===== src/rtl/types.sv =====
// Shared types for the line rasteriser.
//   LINE_BITS      : coordinate width of the legacy fixed line datapath
//   line_t         : one segment as produced by the transform stage
//   raster_state_t : controller states of line_raster
package types;

  localparam int LINE_BITS = 7;

  typedef struct packed {
    logic [LINE_BITS-1:0] x0;
    logic [LINE_BITS-1:0] y0;
    logic [LINE_BITS-1:0] x1;
    logic [LINE_BITS-1:0] y1;
  } line_t;

  typedef enum logic [1:0] {
    IDLE      = 2'd0,
    SETUP     = 2'd1,
    STEP      = 2'd2,
    UNDEFINED = 'x
  } raster_state_t;

endpackage


===== src/rtl/raster_step.sv =====
// One combinational Bresenham step.
//   x_i, y_i       : current point
//   err_i          : current error accumulator (signed)
//   dx_i, dy_i     : |x1-x0| and -|y1-y0| (signed)
//   sx_neg_i       : 1 when x walks downwards, 0 when upwards
//   sy_neg_i       : 1 when y walks downwards, 0 when upwards
//   x_o, y_o, err_o: point and error after the step
module raster_step #(
  parameter int COORD_BITS = types::LINE_BITS,
  parameter int ERR_BITS   = COORD_BITS + 2
) (
  input  logic [COORD_BITS-1:0]      x_i,
  input  logic [COORD_BITS-1:0]      y_i,
  input  logic signed [ERR_BITS-1:0] err_i,
  input  logic signed [ERR_BITS-1:0] dx_i,
  input  logic signed [ERR_BITS-1:0] dy_i,
  input  logic                       sx_neg_i,
  input  logic                       sy_neg_i,
  output logic [COORD_BITS-1:0]      x_o,
  output logic [COORD_BITS-1:0]      y_o,
  output logic signed [ERR_BITS-1:0] err_o
);

  logic signed [ERR_BITS:0] e2;
  logic signed [ERR_BITS:0] dx_ext;
  logic signed [ERR_BITS:0] dy_ext;
  logic                     step_x;
  logic                     step_y;

  always_comb begin
    // Doubling in one extra bit so 2*err can never overflow.
    e2     = {err_i, 1'b0};
    dx_ext = {dx_i[ERR_BITS-1], dx_i};
    dy_ext = {dy_i[ERR_BITS-1], dy_i};
    step_x = (e2 >= dy_ext);
    step_y = (e2 <= dx_ext);

    err_o = err_i;
    x_o   = x_i;
    y_o   = y_i;
    // Both axes may advance in the same step (diagonal move).
    if (step_x) begin
      err_o = err_o + dy_i;
      x_o   = sx_neg_i ? (x_i - COORD_BITS'(1)) : (x_i + COORD_BITS'(1));
    end
    if (step_y) begin
      err_o = err_o + dx_i;
      y_o   = sy_neg_i ? (y_i - COORD_BITS'(1)) : (y_i + COORD_BITS'(1));
    end
  end

endmodule


===== src/rtl/line_raster.sv =====
// Bresenham line rasteriser: one segment per handshake, one pixel per cycle.
//   clk_i, rst_ni          : clock, async active-low reset
//   line_valid_i/ready_o   : segment handshake (ready only in IDLE)
//   x0_i..y1_i             : segment endpoints
//   omit_last_i            : drop the end pixel (polyline chaining)
//   px_valid_o/px_ready_i  : pixel stream handshake
//   px_x_o, px_y_o         : pixel coordinate
//   px_last_o              : final emitted pixel of the segment
//   done_o                 : one-cycle pulse after a segment completes
//   flush_i                : synchronous abort to IDLE
//   busy_o                 : controller not IDLE
module line_raster
  import types::*;
#(
  parameter int COORD_BITS = LINE_BITS,
  parameter int ERR_BITS   = COORD_BITS + 2
) (
  input  logic                  clk_i,
  input  logic                  rst_ni,
  input  logic                  line_valid_i,
  output logic                  line_ready_o,
  input  logic [COORD_BITS-1:0] x0_i,
  input  logic [COORD_BITS-1:0] y0_i,
  input  logic [COORD_BITS-1:0] x1_i,
  input  logic [COORD_BITS-1:0] y1_i,
  input  logic                  omit_last_i,
  output logic                  px_valid_o,
  input  logic                  px_ready_i,
  output logic [COORD_BITS-1:0] px_x_o,
  output logic [COORD_BITS-1:0] px_y_o,
  output logic                  px_last_o,
  output logic                  done_o,
  input  logic                  flush_i,
  output logic                  busy_o
);

  raster_state_t state_q, state_d;

  logic [COORD_BITS-1:0]      x0_q, x0_d, y0_q, y0_d, x1_q, x1_d, y1_q, y1_d;
  logic [COORD_BITS-1:0]      x_q, x_d, y_q, y_d;
  logic                       omit_q, omit_d;
  logic signed [ERR_BITS-1:0] dx_q, dx_d, dy_q, dy_d, err_q, err_d;
  logic                       sx_neg_q, sx_neg_d, sy_neg_q, sy_neg_d;
  logic                       valid_q, valid_d, last_q, last_d, done_q, done_d;

  // Setup-time values derived from the registered endpoints.
  logic [COORD_BITS-1:0]      ax_c, ay_c;
  logic signed [ERR_BITS-1:0] dx_c, dy_c, err0_c;
  logic                       sx_neg_c, sy_neg_c, single_c;

  always_comb begin
    ax_c     = (x1_q >= x0_q) ? (x1_q - x0_q) : (x0_q - x1_q);
    ay_c     = (y1_q >= y0_q) ? (y1_q - y0_q) : (y0_q - y1_q);
    dx_c     = ERR_BITS'(ax_c);
    dy_c     = '0 - ERR_BITS'(ay_c);
    err0_c   = dx_c + dy_c;
    sx_neg_c = !(x0_q < x1_q);
    sy_neg_c = !(y0_q < y1_q);
    single_c = (x0_q == x1_q) && (y0_q == y1_q);
  end

  // Step A advances the current point. Step B looks one point further ahead
  // of whatever is about to be loaded, so px_last can be registered together
  // with the point itself (needed for omit_last, which flags the point whose
  // successor is the end point).
  logic [COORD_BITS-1:0]      a_x, a_y, b_x_in, b_y_in, b_x, b_y;
  logic signed [ERR_BITS-1:0] a_err, b_err_in, b_err_unused;
  logic signed [ERR_BITS-1:0] use_dx, use_dy;
  logic                       use_sx, use_sy, in_setup, last_c;

  raster_step #(.COORD_BITS(COORD_BITS), .ERR_BITS(ERR_BITS)) u_step_a (
    .x_i(x_q), .y_i(y_q), .err_i(err_q), .dx_i(dx_q), .dy_i(dy_q),
    .sx_neg_i(sx_neg_q), .sy_neg_i(sy_neg_q),
    .x_o(a_x), .y_o(a_y), .err_o(a_err)
  );

  always_comb begin
    in_setup = (state_q == SETUP);
    use_dx   = in_setup ? dx_c     : dx_q;
    use_dy   = in_setup ? dy_c     : dy_q;
    use_sx   = in_setup ? sx_neg_c : sx_neg_q;
    use_sy   = in_setup ? sy_neg_c : sy_neg_q;
    b_x_in   = in_setup ? x0_q     : a_x;
    b_y_in   = in_setup ? y0_q     : a_y;
    b_err_in = in_setup ? err0_c   : a_err;
  end

  raster_step #(.COORD_BITS(COORD_BITS), .ERR_BITS(ERR_BITS)) u_step_b (
    .x_i(b_x_in), .y_i(b_y_in), .err_i(b_err_in), .dx_i(use_dx), .dy_i(use_dy),
    .sx_neg_i(use_sx), .sy_neg_i(use_sy),
    .x_o(b_x), .y_o(b_y), .err_o(b_err_unused)
  );

  assign last_c = omit_q ? ((b_x == x1_q) && (b_y == y1_q))
                         : ((b_x_in == x1_q) && (b_y_in == y1_q));

  // State register
  always_ff @(posedge clk_i or negedge rst_ni) begin
    if (!rst_ni) state_q <= IDLE;
    else         state_q <= state_d;
  end

  // Next-state logic
  always_comb begin
    state_d = state_q;
    unique case (state_q)
      IDLE:    if (line_valid_i) state_d = SETUP;
      SETUP:   state_d = (omit_q && single_c) ? IDLE : STEP;
      STEP:    if (valid_q && px_ready_i && last_q) state_d = IDLE;
      default: state_d = IDLE;
    endcase
    if (flush_i) state_d = IDLE;
  end

  // Datapath / output logic
  always_comb begin
    x0_d = x0_q;  y0_d = y0_q;  x1_d = x1_q;  y1_d = y1_q;
    omit_d = omit_q;
    dx_d = dx_q;  dy_d = dy_q;  err_d = err_q;
    sx_neg_d = sx_neg_q;  sy_neg_d = sy_neg_q;
    x_d = x_q;  y_d = y_q;
    valid_d = valid_q;  last_d = last_q;  done_d = 1'b0;
    unique case (state_q)
      IDLE: begin
        if (line_valid_i) begin
          x0_d = x0_i;  y0_d = y0_i;  x1_d = x1_i;  y1_d = y1_i;
          omit_d = omit_last_i;
        end
      end
      SETUP: begin
        dx_d = dx_c;  dy_d = dy_c;  err_d = err0_c;
        sx_neg_d = sx_neg_c;  sy_neg_d = sy_neg_c;
        x_d = x0_q;  y_d = y0_q;
        if (omit_q && single_c) begin
          done_d = 1'b1;
        end else begin
          valid_d = 1'b1;
          last_d  = last_c;
        end
      end
      STEP: begin
        if (valid_q && px_ready_i) begin
          if (last_q) begin
            valid_d = 1'b0;
            last_d  = 1'b0;
            done_d  = 1'b1;
          end else begin
            x_d = a_x;  y_d = a_y;  err_d = a_err;
            last_d = last_c;
          end
        end
      end
      default: begin
        valid_d = 1'b0;
        last_d  = 1'b0;
      end
    endcase
    if (flush_i) begin
      valid_d = 1'b0;
      last_d  = 1'b0;
      done_d  = 1'b0;
    end
  end

  always_ff @(posedge clk_i or negedge rst_ni) begin
    if (!rst_ni) begin
      x0_q <= '0;  y0_q <= '0;  x1_q <= '0;  y1_q <= '0;
      omit_q <= 1'b0;
      dx_q <= '0;  dy_q <= '0;  err_q <= '0;
      sx_neg_q <= 1'b0;  sy_neg_q <= 1'b0;
      x_q <= '0;  y_q <= '0;
      valid_q <= 1'b0;  last_q <= 1'b0;  done_q <= 1'b0;
    end else begin
      x0_q <= x0_d;  y0_q <= y0_d;  x1_q <= x1_d;  y1_q <= y1_d;
      omit_q <= omit_d;
      dx_q <= dx_d;  dy_q <= dy_d;  err_q <= err_d;
      sx_neg_q <= sx_neg_d;  sy_neg_q <= sy_neg_d;
      x_q <= x_d;  y_q <= y_d;
      valid_q <= valid_d;  last_q <= last_d;  done_q <= done_d;
    end
  end

  assign line_ready_o = (state_q == IDLE);
  assign busy_o       = (state_q != IDLE);
  assign px_valid_o   = valid_q;
  assign px_x_o       = x_q;
  assign px_y_o       = y_q;
  assign px_last_o    = last_q;
  assign done_o       = done_q;

endmodule


===== config.mk =====
export PLATFORM = sky130hd
export DESIGN_NAME = line_raster
export DESIGN_NICKNAME = d
export VERILOG_FILES = /design/src/rtl/types.sv /design/src/rtl/raster_step.sv /design/src/rtl/line_raster.sv
export SDC_FILE = /design/constraint.sdc
export NUM_CORES = 1
export LEC_CHECK = 0
export ABC_AREA = 1
export BUFFER_PORTS_ARGS = -buffer_cell sky130_fd_sc_hd__buf_2
export CAP_MARGIN = 10
export CORE_MARGIN = 5
export CORE_UTILIZATION = 60
export CTS_BUF_LIST = sky130_fd_sc_hd__clkbuf_4
export DETAILED_ROUTE_END_ITERATION = 7
export PLACE_DENSITY = 0.82
export SLEW_MARGIN = 5
export SYNTH_ARGS = -nofsm -noshare
export SYNTH_HDL_FRONTEND = slang
export SYNTH_SLANG_ARGS = --single-unit

===== constraint.sdc =====
create_clock -name clk_i -period 6.7 [get_ports clk_i]
set_clock_uncertainty 0.1 [all_clocks]
set_input_delay 0.67 -clock clk_i [delete_from_list [all_inputs] [get_ports clk_i]]
set_output_delay 0.67 -clock clk_i [all_outputs]
set_load 0.01 [all_outputs]

Yosys cells after proc, flatten, opt, wreduce, memory -nomap -nowiden
Cells that the tools add are included.
- add/sub/neg operators: 16
- $lt $le $gt $ge: 8
- eq/ne operators: 16
- mux-type cells: 49
- reduce and logical (&&, ||, !) cells: 16
- operator list (operator ; number):
    $mux W7 ; 16
    $mux W9 ; 7
    $eq A7 B7 Y1 ; 6
    $add A7 B1 Y7 const B ; 4
    $pmux W7 S2 ; 2
    $sub A7 B1 Y7 const B ; 4
    $sub A7 B7 Y7 ; 4
    $ge A10 B9 Y1 ; 2
    $le A10 B9 Y1 ; 2
    $add A9 B9 Y9 ; 2
    $pmux W9 S2 ; 1
    $mux W1 ; 15
    $ge A7 B7 Y1 ; 2
    $lt A7 B7 Y1 ; 2
    $ne A3 B3 Y1 const B ; 4
    $add A8 B8 Y9 ; 1
    $mux W2 ; 4
    $sub A1 B7 Y8 const A ; 1
    $logic_and A1 B1 Y1 ; 6
    $pmux W1 S3 ; 2
    $pmux W2 S3 ; 1
    $reduce_and A3 Y1 ; 2
    $ne A2 B2 Y1 const B ; 2
    $reduce_and A2 Y1 ; 2
    9 further kinds ; 11
- bits in registers: 77
- output and inout bits: 19
- word-level logic and storage cells: 121

Logic depth before layout (Yosys ltp)
- depth after elaboration: 14
- gate-level depth with buffers: 49
- depth with buffers taken out: 46

By module
A second synthesis with hierarchy kept.
- cells, all modules: 1425
- area total of the unflattened synthesis: 9780.6 sq um
- by module, submodules not included (module ; times used ; cells each ; area each (sq um) ; seq. area each (sq um)):
    line_raster ; 1 ; 770 ; 5641.7 ; 1926.8
    raster_step at u_step_a ; 1 ; 332 ; 2072.0 ; 0.0
    raster_step at u_step_b ; 1 ; 323 ; 2067.0 ; 0.0

Worst setup path after synthesis
OpenSTA, ideal clock, no wires.
- path kind: flip-flop to flip-flop
- start: register err_q[8]
- end: register last_q (netlist: px_last_o)
- arrival time: 5.633 ns
- data required time: 6.535 ns
- slack: 0.902 ns
- stages on the path, launching flop included: 44
- path buffers: 3
- clock period less this slack: 5.798 ns
- cells stage by stage: dfrtp_1 -> ha_1 -> a21o_1 -> nor2_1 -> nand3_1 -> nand2_2 -> nand2_2 -> buf_6 -> buf_2 -> o21ai_0 -> ha_1 -> inv_1 -> fa_1 -> o21ai_0 -> nand2_1 -> nand2_1 -> a21oi_1 -> nor2_1 -> [... 8 more ...] -> nand4_1 -> nor3_1 -> o21ai_2 -> nand3_1 -> nand2_1 -> nand2_2 -> inv_2 -> buf_2 -> or2_1 -> nand3_1 -> nand2_1 -> nor2_1 -> nand2_1 -> nor2_1 -> nand3_1 -> o21bai_1 -> nand2_1 -> nand2_1
- longest elaborated chain between the ends: 14
- elaborated cells between the ends (all ways): 33
- those cells by class: add/sub (6); order compare (4); eq/ne (4); mux (17); reduce/logical (2)
- RTL lines (element ; line ; text):
    start, declared ; line_raster.sv:42 ; logic signed [ERR_BITS-1:0] dx_q, dx_d, dy_q, dy_d, err_q, err_d;
    start signal, assigned ; line_raster.sv:169 ; dx_q <= '0; dy_q <= '0; err_q <= '0;
    start signal, assigned ; line_raster.sv:176 ; dx_q <= dx_d; dy_q <= dy_d; err_q <= err_d;
    $add A9 B9 Y9 or $ge A10 B9 Y1 (tied branches) ; raster_step.sv:43, raster_step.sv:35 ;
    $mux W9 ; raster_step.sv:42 ; if (step_x) begin
    $add A9 B9 Y9 ; raster_step.sv:47 ; err_o = err_o + dx_i;
    $mux W9 ; raster_step.sv:46 ; if (step_y) begin
    $mux W9 ; line_raster.sv:85 ; b_err_in = in_setup ? err0_c : a_err;
    $ge A10 B9 Y1 or $le A10 B9 Y1 (tied branches) ; raster_step.sv:35, raster_step.sv:36 ;
    $mux W7 (on tied branches) ; raster_step.sv:42, raster_step.sv:46 ;
    $eq A7 B7 Y1 ; line_raster.sv:94 ; assign last_c = omit_q ? ((b_x == x1_q) && (b_y == y1_q))
    $logic_and A1 B1 Y1 ; line_raster.sv:94 ;
    $mux W1 * ; line_raster.sv:94 ;
    $mux W1 ; line_raster.sv:143 ; if (last_q) begin
    $mux W1 ; line_raster.sv:142 ; if (valid_q && px_ready_i) begin
    $pmux W1 S3 * ; line_raster.sv:123 ; unique case (state_q)
    $mux W1 * ; line_raster.sv:158 ; if (flush_i) begin
    end signal, assigned ; line_raster.sv:179 ; valid_q <= valid_d; last_q <= last_d; done_q <= done_d;
    end, declared ; line_raster.sv:44 ; logic valid_q, valid_d, last_q, last_d, done_q, done_d;
Every way passes the cells marked *; elsewhere a longest branch is shown, timed or not. The select of a mux whose other input is x is not followed.
A chain may end at the register's enable or synchronous reset.

Worst setup path after layout
- start: register y0_q[4]
- end: register last_q (netlist: px_last_o)
- longest elaborated chain between the ends: 14
- elaborated cells between the ends (all ways): 35
- those cells by class: add/sub (6); order compare (4); eq/ne (5); mux (14); reduce/logical (6)
- RTL lines (element ; line ; text):
    start, declared ; line_raster.sv:39 ; logic [COORD_BITS-1:0] x0_q, x0_d, y0_q, y0_d, x1_q, x1_d, y1_q, y1_d;
    start signal, assigned ; line_raster.sv:167 ; x0_q <= '0; y0_q <= '0; x1_q <= '0; y1_q <= '0;
    start signal, assigned ; line_raster.sv:174 ; x0_q <= x0_d; y0_q <= y0_d; x1_q <= x1_d; y1_q <= y1_d;
    $sub A7 B7 Y7 or $ge A7 B7 Y1 (tied branches) ; line_raster.sv:53 ; ay_c = (y1_q >= y0_q) ? (y1_q - y0_q) : (y0_q - y1_q);
    $mux W7 ; line_raster.sv:53 ;
    $sub A1 B7 Y8 ; line_raster.sv:55 ; dy_c = '0 - ERR_BITS'(ay_c);
    $add A8 B8 Y9 ; line_raster.sv:56 ; err0_c = dx_c + dy_c;
    $mux W9 ; line_raster.sv:85 ;
    $ge A10 B9 Y1 or $le A10 B9 Y1 (tied branches) ; raster_step.sv:35, raster_step.sv:36 ;
    $mux W7 (on tied branches) ; raster_step.sv:42, raster_step.sv:46 ;
    $eq A7 B7 Y1 ; line_raster.sv:94 ;
    $logic_and A1 B1 Y1 ; line_raster.sv:94 ;
    $mux W1 ; line_raster.sv:94 ;
    $mux W1 ; line_raster.sv:143 ;
    $mux W1 ; line_raster.sv:142 ;
    $pmux W1 S3 ; line_raster.sv:123 ;
    $mux W1 ; line_raster.sv:158 ;
Parallel ways exist; a longest one is shown, timed or not. The select of a mux whose other input is x is not followed.

==> impl_summary.md <==
Floorplan
The number of placed I/O pins is 53. The floorplan step set the die height to 129 microns. The floorplan step defined a core boundary enclosing 13900 sq um.

The die is 129 microns wide. The die area is 16700 sq um. The initial core utilization is 0.613. In this run the core area contains 43 standard-cell rows.

Detailed routing
The total DRC errors in the routed layout is 0. The number of detailed-route iterations in the first pass is 5. The number of DRC markers in iteration 0 is 856. The count of nets left with antenna violations once routing finished came out at 0. The routed layout has 8487 vias.

The via density per instance is approximately 5.7. Dividing the detail-routed wire length by the instance count gives 15.6 microns. The routed design has between 20000 and 25000 microns of wire.

Timing
The fraction of the cycle the final worst path needs is 0.931. Setup violations remaining at the end of the flow were counted as 0. The worst setup slack after layout is 0.464 ns. Final hold analysis gives a worst-case slack of 0.0167 ns. The worst path needs 6.24 ns of the cycle, external delays included. The hold violation count in the final report came to 0. The number of max-slew violations in the final report came to 0. The fmax is 160 MHz. Measured against its own limit, the worst slew margin works out to 0.302.

At the pin with the least slew margin, the transition time is between 1 and 1.5 ns.

Clock network
The cts-stage hold buffer count is 0. The root buffer selected by CTS is sky130_fd_sc_hd__clkbuf_4. CTS saw 77 sinks. TritonCTS built the clock tree.

Clock tree synthesis inserted a total of 9 buffers. No sink is reached through more buffers than the 2 on the longest clock path. The level count of the clock H-tree is 3. The register clock-pin slew on the reported worst setup and hold paths is 0.14 ns. The clock network latency to the later pin of the worst-skew pair is 0.48 ns.

Global routing
The first-pass GRT wire length is 37700 microns. The initial antenna violation count is 0. Entering global routing, the biggest net connects 59 pins. After global routing the overflow that remains totals 0. Across every metal layer, demand over resource in global routing totals 0.281. The via count of the first global-routing pass is ~7800.

Worst setup path
The dominant cell type by count on the critical path is sky130_fd_sc_hd__nand2_1. Data arrives at the worst endpoint at 6.56 ns. STA classifies the critical path endpoint as a flop. The slowest stage of the critical path belongs to the cell sky130_fd_sc_hd__dfrtp_1.

The biggest fanout along the worst timing path is 11. The required time reported for the critical path endpoint is 7.02 ns. In this design, the stage delay of the slowest critical-path cell is about 0.42 ns. The worst setup path is of the reg2reg kind. The worst setup path is launched from a flop.

Yosys
In the synthesized netlist the dominant register cell turns out to be sky130_fd_sc_hd__dfrtp_1. The synthesis-stage register bit count is between 70 and 80. Of the total synthesized cell area, the portion taken by full adders, half adders and majority gates is 0.191. The sequential cell area fraction in the yosys report is 0.225. The synthesized net count is 1420. The instance count of the mapped netlist is 1262. By area the synthesized netlist is led by sky130_fd_sc_hd__dfrtp_1 23%, sky130_fd_sc_hd__ha_1 17%, sky130_fd_sc_hd__nand2_1 13%. The average instance in the mapped netlist occupies 6.77 sq um. The largest area contributor in the netlist is sky130_fd_sc_hd__dfrtp_1.

Of the post-synthesis cell area, the part taken by muxes is 0.00498. The top cell type's share of synthesized area is 0.225. The count of flip-flops with a built-in enable after synthesis is 0. In the synthesized netlist the async set-or-reset flop fraction comes to 1.00. Of the total synthesized cell area, the portion taken by XOR and XNOR cells is 0.0512. The compound-gate portion of the synthesized area was 0.161. The synthesized-area fraction occupied by and/or/nand/nor cells is 0.267. The dominant combinational cell family by area after synthesis is simple AND/OR/NAND/NOR gates. In this run the cell area of the synthesized design comes to between 8000 and 9000 sq um. The yosys synthesis warning count is 0. Counting distinct cell types in the post-synthesis netlist gives 46.

Hold path
The type of the most critical hold path is in2async.

Final layout
The final antenna diode count is 0. From synthesis to final layout, the design area changed by 7.23%. The finished cells cover roughly 9200 sq um.

The fraction of final layout cells with drive strength greater than 1 is 0.0933. The net count reported at finish is 1461.

Place
Once detailed placement completed, the half-perimeter wirelength came to between 15000 and 20000 microns. Prior to clock tree synthesis, the placed netlist has a worst setup slack of 0.282 ns. The placer's final routability congestion estimate is 0.941. In this run the cell area measured after placement is 8950 sq um. Buffers placed on the I/O ports in this run total 52.

Status
The flow ran to the end, and the final reports show no timing, DRC or antenna violations.

Run
The max-cap violation count is 0.
-- state kept, by name (all words and copies together), names as in the netlist, 2 cells and up --
signal   flops
dx_q         9
dy_q         9
err_q        9
px_x_o       7
px_y_o       7
x0_q         7
x1_q         7
y0_q         7
y1_q         7
state_q      2
-- metal layers --
| metal | vias up | GRT usage | part of all wire |
|---|---|---|---|
| li1 | 4228 | - | - |
| met1 | 3905 | 0.403 | 0.45 |
| met2 | 315 | 0.439 | 0.44 |
| met3 | 39 | 0.0507 | 0.084 |
| met4 | 0 | 0.0784 | 0.020 |
| met5 | - | 0 | 0 |
-- cells in the final DEF, fill, tap and decap left out, drive strengths merged, types with 3 or more instances in the layout --
cell type,count
nand2,297
inv,191
nand3,130
ha,113
a21oi,107
o21ai,93
nor2,78
dfrtp,77
buf,61
xor2,41
or2,12
fa,11
o22ai,10
clkbuf,10
nand4,10
xnor2,9
a21o,8
o21bai,7
clkinv,6
and2,4
nor3,4
o211ai,4
a221oi,3
a211oi,3
o31ai,3
-- stage by stage --
step | utilization | TNS, ns | cells
2_1_floorplan | - | 0 | 1262
3_3_place_gp | 0.642 | 0 | 1468
3_5_place_dp | 0.642 | 0 | 1468
4_1_cts | 0.650 | 0 | 1484
5_1_grt | 0.658 | -0.0129 | 1488
6_report | 0.658 | 0 | 1488
-- worst paths after layout --
kind                                      from                      to  slack, ns  cells after the start
hold / removal                          rst_ni  px_valid_o$_DFFE_PN0P_       0.02                      1
setup reg to reg           y0_q[4]$_DFFE_PN0P_   px_last_o$_DFFE_PN0P_       0.46                     44
setup / recovery           y0_q[4]$_DFFE_PN0P_   px_last_o$_DFFE_PN0P_       0.46                     44
hold reg to reg              dy_q[8]$_DFF_PN0_       dy_q[8]$_DFF_PN0_       0.44                      2
max in group asynchronous               rst_ni       dy_q[1]$_DFF_PN0_       5.49                      2
min in group clk_i                 omit_last_i      omit_q$_DFFE_PN0P_       0.32                      3
-- cells in the mapped netlist, types with 10 or more instances --
master                       n
sky130_fd_sc_hd__clkbuf_1   26
sky130_fd_sc_hd__inv_1     187
sky130_fd_sc_hd__dfrtp_1    77
sky130_fd_sc_hd__o21ai_0    88
sky130_fd_sc_hd__xor2_1     41
sky130_fd_sc_hd__nand3_1   130
sky130_fd_sc_hd__fa_1       11
sky130_fd_sc_hd__o22ai_1    10
sky130_fd_sc_hd__a21oi_1   107
sky130_fd_sc_hd__nor2_1     76
sky130_fd_sc_hd__nand2_1   290
sky130_fd_sc_hd__ha_1      113
-- critical path, delay by kind of cell (launching register included) --
kind            cells  cell delay, ns
flops               1            0.42
fa+ha+maj           4            1.18
compound gates      8            1.12
buf+inv             6            0.45
simple gates       26            2.88
-- timing repair --
action / CTS / global route
endpoints found under the setup margin: 0 / 1
resized for setup: 0 / 24
buffers inserted: 0 / 4
-- area by class of cell --
type / count / area [sq um]
inverters: 192 / 721
flip-flops and latches: 77 / 1930
well taps: 180 / 225
fillers: 1273 / 4770
multi-input cells: 962 / 5850
clock buffers: 10 / 75.1
clock inverters: 6 / 30.0
repair buffers: 61 / 334
-- cells by family after synthesis --
logic type	count (synthesis)
flops	77
xor+xnor	50
mux	4
simple gates	537
compound gates	247
buf+inv	223
fa+ha+maj	124
Power is left out: the tool's default activity adds up to more than one toggle a clock period on the data nets, which glitch-free logic cannot reach.
